### src/rtl/vga_timing_pkg.sv
// Default 640x480@60 Hz VGA timing constants and the coordinate type shared by
// the sync generator, its pixel interface and the blocks that consume it.
package vga_timing_pkg;

    localparam int H_DISPLAY = 640;
    localparam int H_FRONT   = 16;
    localparam int H_SYNC    = 96;
    localparam int H_BACK    = 48;
    localparam int V_DISPLAY = 480;
    localparam int V_FRONT   = 10;
    localparam int V_SYNC    = 2;
    localparam int V_BACK    = 33;

    localparam int H_TOTAL = H_DISPLAY + H_FRONT + H_SYNC + H_BACK;
    localparam int V_TOTAL = V_DISPLAY + V_FRONT + V_SYNC + V_BACK;

    localparam int HSYNC_START = H_DISPLAY + H_FRONT;
    localparam int HSYNC_END   = HSYNC_START + H_SYNC - 1;
    localparam int VSYNC_START = V_DISPLAY + V_FRONT;
    localparam int VSYNC_END   = VSYNC_START + V_SYNC - 1;

    localparam logic SYNC_ACTIVE = 1'b0;

    localparam int COORD_W = 10;
    typedef logic [COORD_W-1:0] coord_t;

    function automatic logic in_window(coord_t v, int lo, int hi);
        return (int'(v) >= lo) && (int'(v) <= hi);
    endfunction

endpackage

### src/rtl/vga_sync_gen_if.sv
// Pixel-coordinate and sync bundle: the generator is the master, game and
// renderer blocks (and the board pins) are slaves.
interface vga_sync_gen_if;
    import vga_timing_pkg::*;

    logic   p_tick;
    coord_t x;
    coord_t y;
    logic   video_on;
    logic   hsync;
    logic   vsync;
    logic   frame_tick;

    modport master (output p_tick, x, y, video_on, hsync, vsync, frame_tick);
    modport slave  (input  p_tick, x, y, video_on, hsync, vsync, frame_tick);

endinterface

### src/rtl/pixel_tick_div.sv
// Divides the system clock down to a one-clk pixel enable every CLK_DIV clocks.
module pixel_tick_div #(
    parameter int CLK_DIV = 4
) (
    input  logic clk,
    input  logic reset,
    output logic p_tick
);

    localparam int W = $clog2(CLK_DIV);
    localparam logic [W-1:0] LAST = W'(CLK_DIV - 1);

    logic [W-1:0] div_cnt;

    // NOTE: sequential state uses non-blocking assignments so every register
    // samples pre-edge values regardless of block ordering.
    always_ff @(posedge clk) begin
        if (reset) begin
            div_cnt <= '0;
        end else if (div_cnt == LAST) begin
            div_cnt <= '0;
        end else begin
            div_cnt <= div_cnt + 1'b1;
        end
    end

    assign p_tick = (div_cnt == LAST);

endmodule

### src/rtl/vga_sync_gen.sv
// VGA raster timing: pixel enable, x/y counters, registered video_on/hsync/vsync
// and a once-per-frame tick, all changing on the same clock edge.
module vga_sync_gen
    import vga_timing_pkg::coord_t;
    import vga_timing_pkg::SYNC_ACTIVE;
    import vga_timing_pkg::in_window;
#(
    parameter int CLK_DIV   = 4,
    parameter int H_DISPLAY = vga_timing_pkg::H_DISPLAY,
    parameter int H_FRONT   = vga_timing_pkg::H_FRONT,
    parameter int H_SYNC    = vga_timing_pkg::H_SYNC,
    parameter int H_BACK    = vga_timing_pkg::H_BACK,
    parameter int V_DISPLAY = vga_timing_pkg::V_DISPLAY,
    parameter int V_FRONT   = vga_timing_pkg::V_FRONT,
    parameter int V_SYNC    = vga_timing_pkg::V_SYNC,
    parameter int V_BACK    = vga_timing_pkg::V_BACK
) (
    input  logic           clk,
    input  logic           reset,
    vga_sync_gen_if.master vga
);

    localparam int H_TOTAL  = H_DISPLAY + H_FRONT + H_SYNC + H_BACK;
    localparam int V_TOTAL  = V_DISPLAY + V_FRONT + V_SYNC + V_BACK;
    localparam int HS_START = H_DISPLAY + H_FRONT;
    localparam int HS_END   = HS_START + H_SYNC - 1;
    localparam int VS_START = V_DISPLAY + V_FRONT;
    localparam int VS_END   = VS_START + V_SYNC - 1;

    localparam coord_t H_LAST = coord_t'(H_TOTAL - 1);
    localparam coord_t V_LAST = coord_t'(V_TOTAL - 1);

    logic   p_tick;
    coord_t h_cnt, v_cnt;
    coord_t h_next, v_next;
    logic   h_wrap, v_wrap;
    logic   video_on_q, hsync_q, vsync_q, frame_tick_q;

    pixel_tick_div #(.CLK_DIV(CLK_DIV)) u_div (
        .clk    (clk),
        .reset  (reset),
        .p_tick (p_tick)
    );

    // NOTE: every always_comb output gets a default first, so no path leaves
    // one unassigned and infers a latch.
    always_comb begin
        h_wrap = (h_cnt == H_LAST);
        v_wrap = (v_cnt == V_LAST);
        h_next = h_wrap ? '0 : h_cnt + 1'b1;
        v_next = v_cnt;
        if (h_wrap) begin
            v_next = v_wrap ? '0 : v_cnt + 1'b1;
        end
    end

    // Sync and blanking decode the next position so they register in step with x/y.
    always_ff @(posedge clk) begin
        if (reset) begin
            h_cnt        <= '0;
            v_cnt        <= '0;
            video_on_q   <= 1'b1;
            hsync_q      <= ~SYNC_ACTIVE;
            vsync_q      <= ~SYNC_ACTIVE;
            frame_tick_q <= 1'b0;
        end else begin
            frame_tick_q <= p_tick && h_wrap && v_wrap;
            if (p_tick) begin
                h_cnt      <= h_next;
                v_cnt      <= v_next;
                video_on_q <= in_window(h_next, 0, H_DISPLAY - 1) &&
                              in_window(v_next, 0, V_DISPLAY - 1);
                hsync_q    <= in_window(h_next, HS_START, HS_END) ? SYNC_ACTIVE : ~SYNC_ACTIVE;
                vsync_q    <= in_window(v_next, VS_START, VS_END) ? SYNC_ACTIVE : ~SYNC_ACTIVE;
            end
        end
    end

    assign vga.p_tick     = p_tick;
    assign vga.x          = h_cnt;
    assign vga.y          = v_cnt;
    assign vga.video_on   = video_on_q;
    assign vga.hsync      = hsync_q;
    assign vga.vsync      = vsync_q;
    assign vga.frame_tick = frame_tick_q;

endmodule

### src/flat_wrapper.sv
// flat-port wrapper written by rule: the top's interface ports become plain ports
module vga_sync_gen_flat import vga_timing_pkg::coord_t; import vga_timing_pkg::SYNC_ACTIVE; import vga_timing_pkg::in_window;
#(
    parameter int CLK_DIV   = 4,
    parameter int H_DISPLAY = vga_timing_pkg::H_DISPLAY,
    parameter int H_FRONT   = vga_timing_pkg::H_FRONT,
    parameter int H_SYNC    = vga_timing_pkg::H_SYNC,
    parameter int H_BACK    = vga_timing_pkg::H_BACK,
    parameter int V_DISPLAY = vga_timing_pkg::V_DISPLAY,
    parameter int V_FRONT   = vga_timing_pkg::V_FRONT,
    parameter int V_SYNC    = vga_timing_pkg::V_SYNC,
    parameter int V_BACK    = vga_timing_pkg::V_BACK
)
  (clk, reset, vga_p_tick, vga_x, vga_y, vga_video_on, vga_hsync, vga_vsync, vga_frame_tick);
  vga_sync_gen_if vga_i ();
  input  logic clk;
  input  logic reset;
  output wire logic [$bits(vga_i.p_tick)-1:0] vga_p_tick;
  output wire logic [$bits(vga_i.x)-1:0] vga_x;
  output wire logic [$bits(vga_i.y)-1:0] vga_y;
  output wire logic [$bits(vga_i.video_on)-1:0] vga_video_on;
  output wire logic [$bits(vga_i.hsync)-1:0] vga_hsync;
  output wire logic [$bits(vga_i.vsync)-1:0] vga_vsync;
  output wire logic [$bits(vga_i.frame_tick)-1:0] vga_frame_tick;
  assign vga_p_tick = vga_i.p_tick;
  assign vga_x = vga_i.x;
  assign vga_y = vga_i.y;
  assign vga_video_on = vga_i.video_on;
  assign vga_hsync = vga_i.hsync;
  assign vga_vsync = vga_i.vsync;
  assign vga_frame_tick = vga_i.frame_tick;
  vga_sync_gen #(.CLK_DIV(CLK_DIV), .H_DISPLAY(H_DISPLAY), .H_FRONT(H_FRONT), .H_SYNC(H_SYNC), .H_BACK(H_BACK), .V_DISPLAY(V_DISPLAY), .V_FRONT(V_FRONT), .V_SYNC(V_SYNC), .V_BACK(V_BACK)) u_core (.clk(clk), .reset(reset), .vga(vga_i));
endmodule
### config.mk
export PLATFORM = sky130hd
export DESIGN_NAME = vga_sync_gen_flat
export DESIGN_NICKNAME = d
export VERILOG_FILES = /design/src/rtl/vga_timing_pkg.sv /design/src/rtl/vga_sync_gen_if.sv /design/src/rtl/pixel_tick_div.sv /design/src/rtl/vga_sync_gen.sv /design/src/flat_wrapper.sv
export SDC_FILE = /design/constraint.sdc
export NUM_CORES = 1
export LEC_CHECK = 0
export ABC_AREA = 1
export CELL_PAD_IN_SITES_DETAIL_PLACEMENT = 2
export CELL_PAD_IN_SITES_GLOBAL_PLACEMENT = 2
export CORE_MARGIN = 5
export CORE_UTILIZATION = 29
export CTS_BUF_LIST = sky130_fd_sc_hd__clkbuf_4 sky130_fd_sc_hd__clkbuf_8
export DETAILED_ROUTE_END_ITERATION = 6
export GPL_TIMING_DRIVEN = 0
export PLACE_DENSITY_LB_ADDON = 0.1
export SYNTH_ARGS = -nofsm -noshare
export SYNTH_HDL_FRONTEND = slang
export SYNTH_SLANG_ARGS = --single-unit
### constraint.sdc
create_clock -name clk -period 2.3 [get_ports clk]
set_input_delay 0.46 -clock clk [delete_from_list [all_inputs] [get_ports clk]]
set_output_delay 0.46 -clock clk [all_outputs]
set_load 0.03 [all_outputs]
==> results.py, run 1 <==
metrics = {
    "floorplanning": {
        "rows": 26,
        "core_area_mm2": 0.00520,
        "fp.dieH_um": 83.8,
        "io-pin-count": 27,
        "die_w_um": 83.8,
        "start_util_pct": 30.4,
        "die_area_mm2": 0.00703,
    },
    "global_routing": {
        "grtUsageTotal_pct": 16.0,
        "grt_pass1_vias": 1877,
        "overflow": 0,
        "grt_pass1_wl_mm": 9.20,
        "grt_max_degree": 15,
        "antenna_found_initial": 0,
    },
    "clock_network": {
        "cts_setup_buffers": 0,
        "cts_tree": "built",
        "cts_num_sinks": 26,
        "cts_root_buffer": "clkbuf_8",
        "cts_hold_buffers": 0,
        "ctsResizeCount": 0,
        "insertion_delay_ps": 280,
        "clk_path_buf_depth": 2,
        "cts_buffers": 3,
        "clk_transition_reported_paths_ps": 100,
        "cts_htree_levels": 1,
    },
    "sta": {
        "skew_ps": 3.11,
        "fmax_ghz": 0.495,
        "drv_slew": 0,
        "finalCritPeriodShare_pct": 87.8,
        "max_slew_margin_pct": 56.8,
        "max_slew.worst_pin.slew_ps": 649,
        "final_hold_viol_count": 0,
        "setup_viol": 0,
        "rsz0062_at_grt": "false",
        "setup_ws_ps": 281,
        "fin_crit_ps": 2020,
    },
    "worst_setup_path": {
        "crit_chain": "ha_1 -> clkdlybuf4s50_1",
        "start_kind": "flip-flop",
        "required_ps": 1840,
        "cp.buffers_inverters": 1,
        "arrival_ps": 1560,
        "r2r_cells": 12,
        "critical-path-top-delay-family": "buffers and inverters",
        "worstPathMaxFanout": 4,
        "cp.depth": 2,
        "worstSetupPathType": "flip-flop to output pin",
        "crit_path_start": "u_core.u_div.div_cnt[0]",
        "slowest_delay_ps": 700,
        "reg2reg_from": "u_core.vga.x[1]",
        "crit_path_end_kind": "output pin",
        "cp_slowest_cell": "clkdlybuf4s50_1",
    },
    "worst_hold_path": {
        "min-delay-start": "u_core.u_div.div_cnt[0]",
        "min_path_cells": 1,
        "min_path_type": "flip-flop to flip-flop",
    },
    "power_and_ir_drop": {
        "peakVddDrop_uv": 259,
        "p_int_mw": 0.627,
        "powerDensity_mw_per_mm2": 418,
        "swShare_pct": 24.4,
        "comb_power_share_pct": 6.5,
        "p_sw_mw": 0.202,
        "p_leak_nw": 0.819,
        "power_frac_seq_pct": 55.6,
        "pwr-share-clk_pct": 37.9,
    },
    "yosys": {
        "netlist_area_mm2": 0.00158,
        "yosys.area.top_type": "dfxtp_1",
        "yosys_most_used_dff": "dfxtp_1",
        "synth-warning-count": 0,
        "synth_top_area_share_pct": 32.9,
        "async_flop_share_pct": 0,
        "syn_inst": 238,
        "avgSynthCellArea_um2": 6.65,
        "ys_seq_area_share_pct": 32.9,
        "synth_edf_count": 0,
        "ys_ff_latch": 26,
        "synthTopCellsByArea": "dfxtp_1 (33%), nand2_1 (15%), inv_1 (8.3%)",
        "netlist-cell-type-count": 28,
        "syn_nets": 245,
    },
    "route": {
        "wire_per_inst_um": 16.0,
        "drt-total-wl_mm": 5.42,
        "vias": 1672,
        "dr.pass1.iters": 4,
        "avgViaCountPerCell": 4.95,
        "drt_iter0_markers": 39,
        "drc": 0,
        "postRouteAntennaNets": 0,
    },
    "placement": {
        "place_area_mm2": 0.00193,
        "dp_worst_setup_slack_ps": -85.8,
        "hpwl_mm": 4.20,
        "port_buffers": 26,
        "gp_congestion": 0.826,
    },
    "layout": {
        "nets": 276,
        "post-route-util_pct": 38.2,
        "final_area_mm2": 0.00199,
        "area_delta_synth_final_pct": 25.6,
        "antennaDiodeCount": 0,
        "drive_gt1_share_pct": 7.09,
        "final_cell_mix": "nand2_1 (64), inv_1 (35), clkdlybuf4s50_1 (26), dfxtp_1 (26), nor2_1 (21)",
        "final_common_cell": "nand2_1",
    },
    "status": {
        "status": "finished clean",
    },
    "run": {
        "maxCapViolCount": 0,
    },
}
cell usage after synthesis (3+ instances only):
cell type and n:
nand3_1 20, o21ai_0 13, a21oi_1 3, o22ai_1 13, nand4_1 8, dfxtp_1 26
nor2_1 22, ha_1 5, nand2_1 64, nor3_1 4, inv_1 35, clkbuf_1 3
cell type report:
type                       count  area [um^2]
inverter                      36          135
multi-input combinational    173          917
tap                           70         87.6
fill                         646         3220
sequential                    26          520
timing repair buffer          26          260
clock buffer                   4         55.1
buffer                         3         11.3
power groups by stage:
stage / Clock [mW] / Sequential [mW] / Combinational (mW)
2_1_floorplan: 0 / 0.476 / 0.0268
3_3_place_gp: 0 / 0.471 / 0.0540
3_5_place_dp: 0 / 0.471 / 0.0542
4_1_cts: 0.331 / 0.461 / 0.0549
5_1_grt: 0.342 / 0.462 / 0.0596
6_report: 0.314 / 0.461 / 0.0542
metal layers:
metal	GRT usage [%]	part of all wire, %	vias up
met5	0	0	-
met4	3.36	0.85	0
met3	1.78	2.5	5
met1	21.9	51	799
met2	26.9	46	23
li1	-	-	845
worst paths after layout:
path | to | slack, ps
max | vga_p_tick | 280
min | u_core.u_div.div_cnt[0] | 430
max reg2reg | u_core.vga.vsync | 310
min reg2reg | u_core.u_div.div_cnt[0] | 430
cells by family (layout without fill, tap and decap cells):
logic type      count (synthesis)  count (layout)  share of synthesized area (%)
compound gates                 34              34                           12.7
xor+xnor                        1               1                          0.554
fa+ha+maj                       5               5                           3.96
buf+inv                        39              69                           9.26
flops                          26              26                           32.9
simple gates                  133             133                           40.7
sequential cells by signal (all words and copies together), names as in the netlist:
register / flops
u_core.vga.video_on: 1
u_core.vga.y: 10
u_core.vga.x: 10
u_core.u_div.div_cnt: 2
u_core.vga.vsync: 1
u_core.vga.hsync: 1
u_core.vga.frame_tick: 1
stage by stage:
step / hold slack [ps] / power [mW] / std cells / setup TNS, ps
final: 425 / 0.830 / 338 / 0
after global routing: 456 / 0.864 / 338 / 0
after CTS: 432 / 0.847 / 338 / 0
after detailed placement: 417 / 0.526 / 334 / -712
after global placement: 413 / 0.525 / 334 / -905
after floorplan: 399 / 0.503 / 238 / 0
worst register-to-register path, cell delays in order (launching register included):
cell,delay (ps)
dfxtp_1,420
ha_1,210
nand2_2,130
nor2_8,220
nand3_4,170
nor2_4,200
nand2_1,70
nand2_1,80
nand3_2,90
nor2_2,120
nand3_1,90
nand2_1,70
inv_1,30
Note: power is estimated with default switching activity, not from simulation.
==> inputs of run 2 (changes only) <==
--- a/config.mk
+++ b/config.mk
@@ -6,6 +6,7 @@
 export NUM_CORES = 1
 export LEC_CHECK = 0
 export ABC_AREA = 1
+export ABC_CLOCK_PERIOD_IN_PS = 2050
 export CELL_PAD_IN_SITES_DETAIL_PLACEMENT = 2
 export CELL_PAD_IN_SITES_GLOBAL_PLACEMENT = 2
 export CORE_MARGIN = 5
==> constraint.sdc (replaced) <==
create_clock -name clk -period 2.05 [get_ports clk]
set_input_delay 0.41 -clock clk [delete_from_list [all_inputs] [get_ports clk]]
set_output_delay 0.41 -clock clk [all_outputs]
set_load 0.03 [all_outputs]
==> run 2 against run 1 <==
  * Sequential power up 12%
  * Clock skew about the same
  * Cell count up 2.4%
  * Global-route usage unchanged
  * Routed wire length up 2.5%
  * Register-to-register slack worse by 120 ps
  * First-iteration DRC count down 2.6%
  * Sequential share of layout area down 0.73 points
==> results.py, run 2 (synthesis gave the netlist of run 1 again) <==
metrics = {
    "global_routing": {
        "grtUsageTotal_pct": 16.0,
        "overflow": 0,
        "grt_pass1_vias": 1877,
        "antenna_found_initial": 0,
        "grt_pass1_wl_mm": 9.20,
        "grt_max_degree": 15,
    },
    "worst_setup_path": {
        "r2r_end": "u_core.vga.vsync",
        "r2r_cells": 12,
        "crit_path_end_kind": "output pin",
        "cp.buffers_inverters": 1,
        "start_kind": "flip-flop",
        "crit_chain": "clkdlybuf4s50_1",
        "r2r_slack_ps": 190,
        "critical-path-top-delay-family": "buffers and inverters",
        "slowest_delay_ps": 740,
        "arrival_ps": 1510,
        "cp_slowest_cell": "clkdlybuf4s50_1",
        "worstSetupPathType": "flip-flop to output pin",
        "reg2reg_from": "u_core.vga.x[1]",
        "worstPathMaxFanout": 8,
        "required_ps": 1640,
    },
    "layout": {
        "antennaDiodeCount": 0,
        "post-route-util_pct": 39.7,
        "num-fill-cells": 637,
        "multi_input_comb_area_um2": 930,
        "final_common_cell": "nand2_1",
        "seqCellArea_um2": 527,
        "final_cell_mix": "nand2_1 (63), inv_1 (35), clkdlybuf4s50_1 (25)",
        "instances_no_fill": 346,
        "nets": 284,
        "drive_gt1_share_pct": 12.7,
        "area_delta_synth_final_pct": 30.8,
    },
    "clock_network": {
        "cts_htree_levels": 1,
        "clk_transition_reported_paths_ps": 100,
        "insertion_delay_ps": 280,
        "cts_buffers": 3,
        "cts_hold_buffers": 0,
        "cts_root_buffer": "clkbuf_8",
        "clk_path_buf_depth": 2,
        "cts_num_sinks": 26,
        "cts_tree": "built",
    },
    "placement": {
        "dp_cells": 334,
        "dp_worst_setup_slack_ps": -286,
        "gp_congestion": 0.826,
        "port_buffers": 26,
        "hpwl_mm": 4.20,
    },
    "floorplanning": {
        "die_w_um": 83.8,
        "rows": 26,
        "start_util_pct": 30.4,
        "die_area_mm2": 0.00703,
        "fp.dieH_um": 83.8,
        "core_area_mm2": 0.00520,
        "io-pin-count": 27,
    },
    "worst_hold_path": {
        "min_to": "u_core.u_div.div_cnt[0]",
        "min_path_type": "flip-flop to flip-flop",
        "min_path_cells": 1,
        "min-delay-start": "u_core.u_div.div_cnt[0]",
    },
    "status": {
        "status": "finished clean",
    },
    "sta": {
        "skew_ps": 2.74,
        "fin_crit_ps": 1920,
        "fmax_ghz": 0.522,
        "setup_ws_ps": 134,
        "max_slew.worst_pin.slew_ps": 663,
        "worst_hold_slack_ps": 426,
        "max_slew_margin_pct": 55.8,
        "rsz0062_at_grt": "false",
        "final_hold_viol_count": 0,
        "finalCritPeriodShare_pct": 93.4,
        "drv_slew": 0,
        "setup_viol": 0,
    },
    "route": {
        "avgViaCountPerCell": 4.94,
        "vias": 1710,
        "wire_per_inst_um": 16.1,
        "top_layer": "met4",
        "postRouteAntennaNets": 0,
        "dr.pass1.iters": 4,
        "drc": 0,
        "drt-total-wl_mm": 5.56,
        "wl_met2_mm": 2.63,
        "wl_met3_um": 97,
        "drt_iter0_markers": 38,
        "wl_met1_mm": 2.79,
    },
    "power_and_ir_drop": {
        "peakVddDrop_uv": 290,
        "p_leak_nw": 0.880,
        "powerDensity_mw_per_mm2": 449,
    },
    "run": {
        "maxCapViolCount": 0,
    },
}
-- run 2: repair_timing --
action | in CTS | in global routing
pin swaps | 0 | 3
gates resized for setup | 1 | 10
endpoints found under the setup margin | 10 | 4
setup buffers | 0 | 8
-- run 2: layout make-up --
type	instances	share of cell area [%]
repair buffers	34	15.6
clock buffers	4	2.66
multi-input cells	173	44.9
well taps	70	4.23
inverters	36	6.53
flip-flops and latches	26	25.5
plain buffers	3	0.544
-- run 2: worst max-delay path by stage --
stage | start | endpoint | slack, ps | cells past startpoint
final | u_core.vga.x[7] | vga_x[7] | 130 | 1
after global routing | u_core.vga.x[1] | u_core.vga.video_on | 9 | 12
after CTS | u_core.vga.x[1] | u_core.vga.vsync | 30 | 12
after detailed placement | reset | u_core.vga.y[5] | -290 | 5
after global placement | reset | u_core.vga.y[2] | -300 | 5
after floorplan | u_core.vga.x[1] | u_core.vga.vsync | 160 | 12
-- run 2: report_power, final --
part	switching [mW]	total, mW	internal (mW)
Clock	0.178	0.350	0.172
Sequential	0.00430	0.517	0.513
Combinational	0.0435	0.0621	0.0186
-- run 2: metrics by stage --
stage               total power, mW  setup TNS [ps]  instance area, um^2
floorplan                     0.564               0                 1580
global placement              0.589           -2950                 1930
detailed placement            0.590           -2790                 1930
CTS                           0.951               0                 1990
global route                  0.971               0                 2070
finish                        0.929               0                 2070
-- run 2: per-layer routing --
metal / GRT usage (%) / vias to the layer above
li1: - / 857
met1: 21.9 / 827
met2: 26.9 / 21
met3: 1.78 / 5
met4: 3.36 / 0
met5: 0 / -
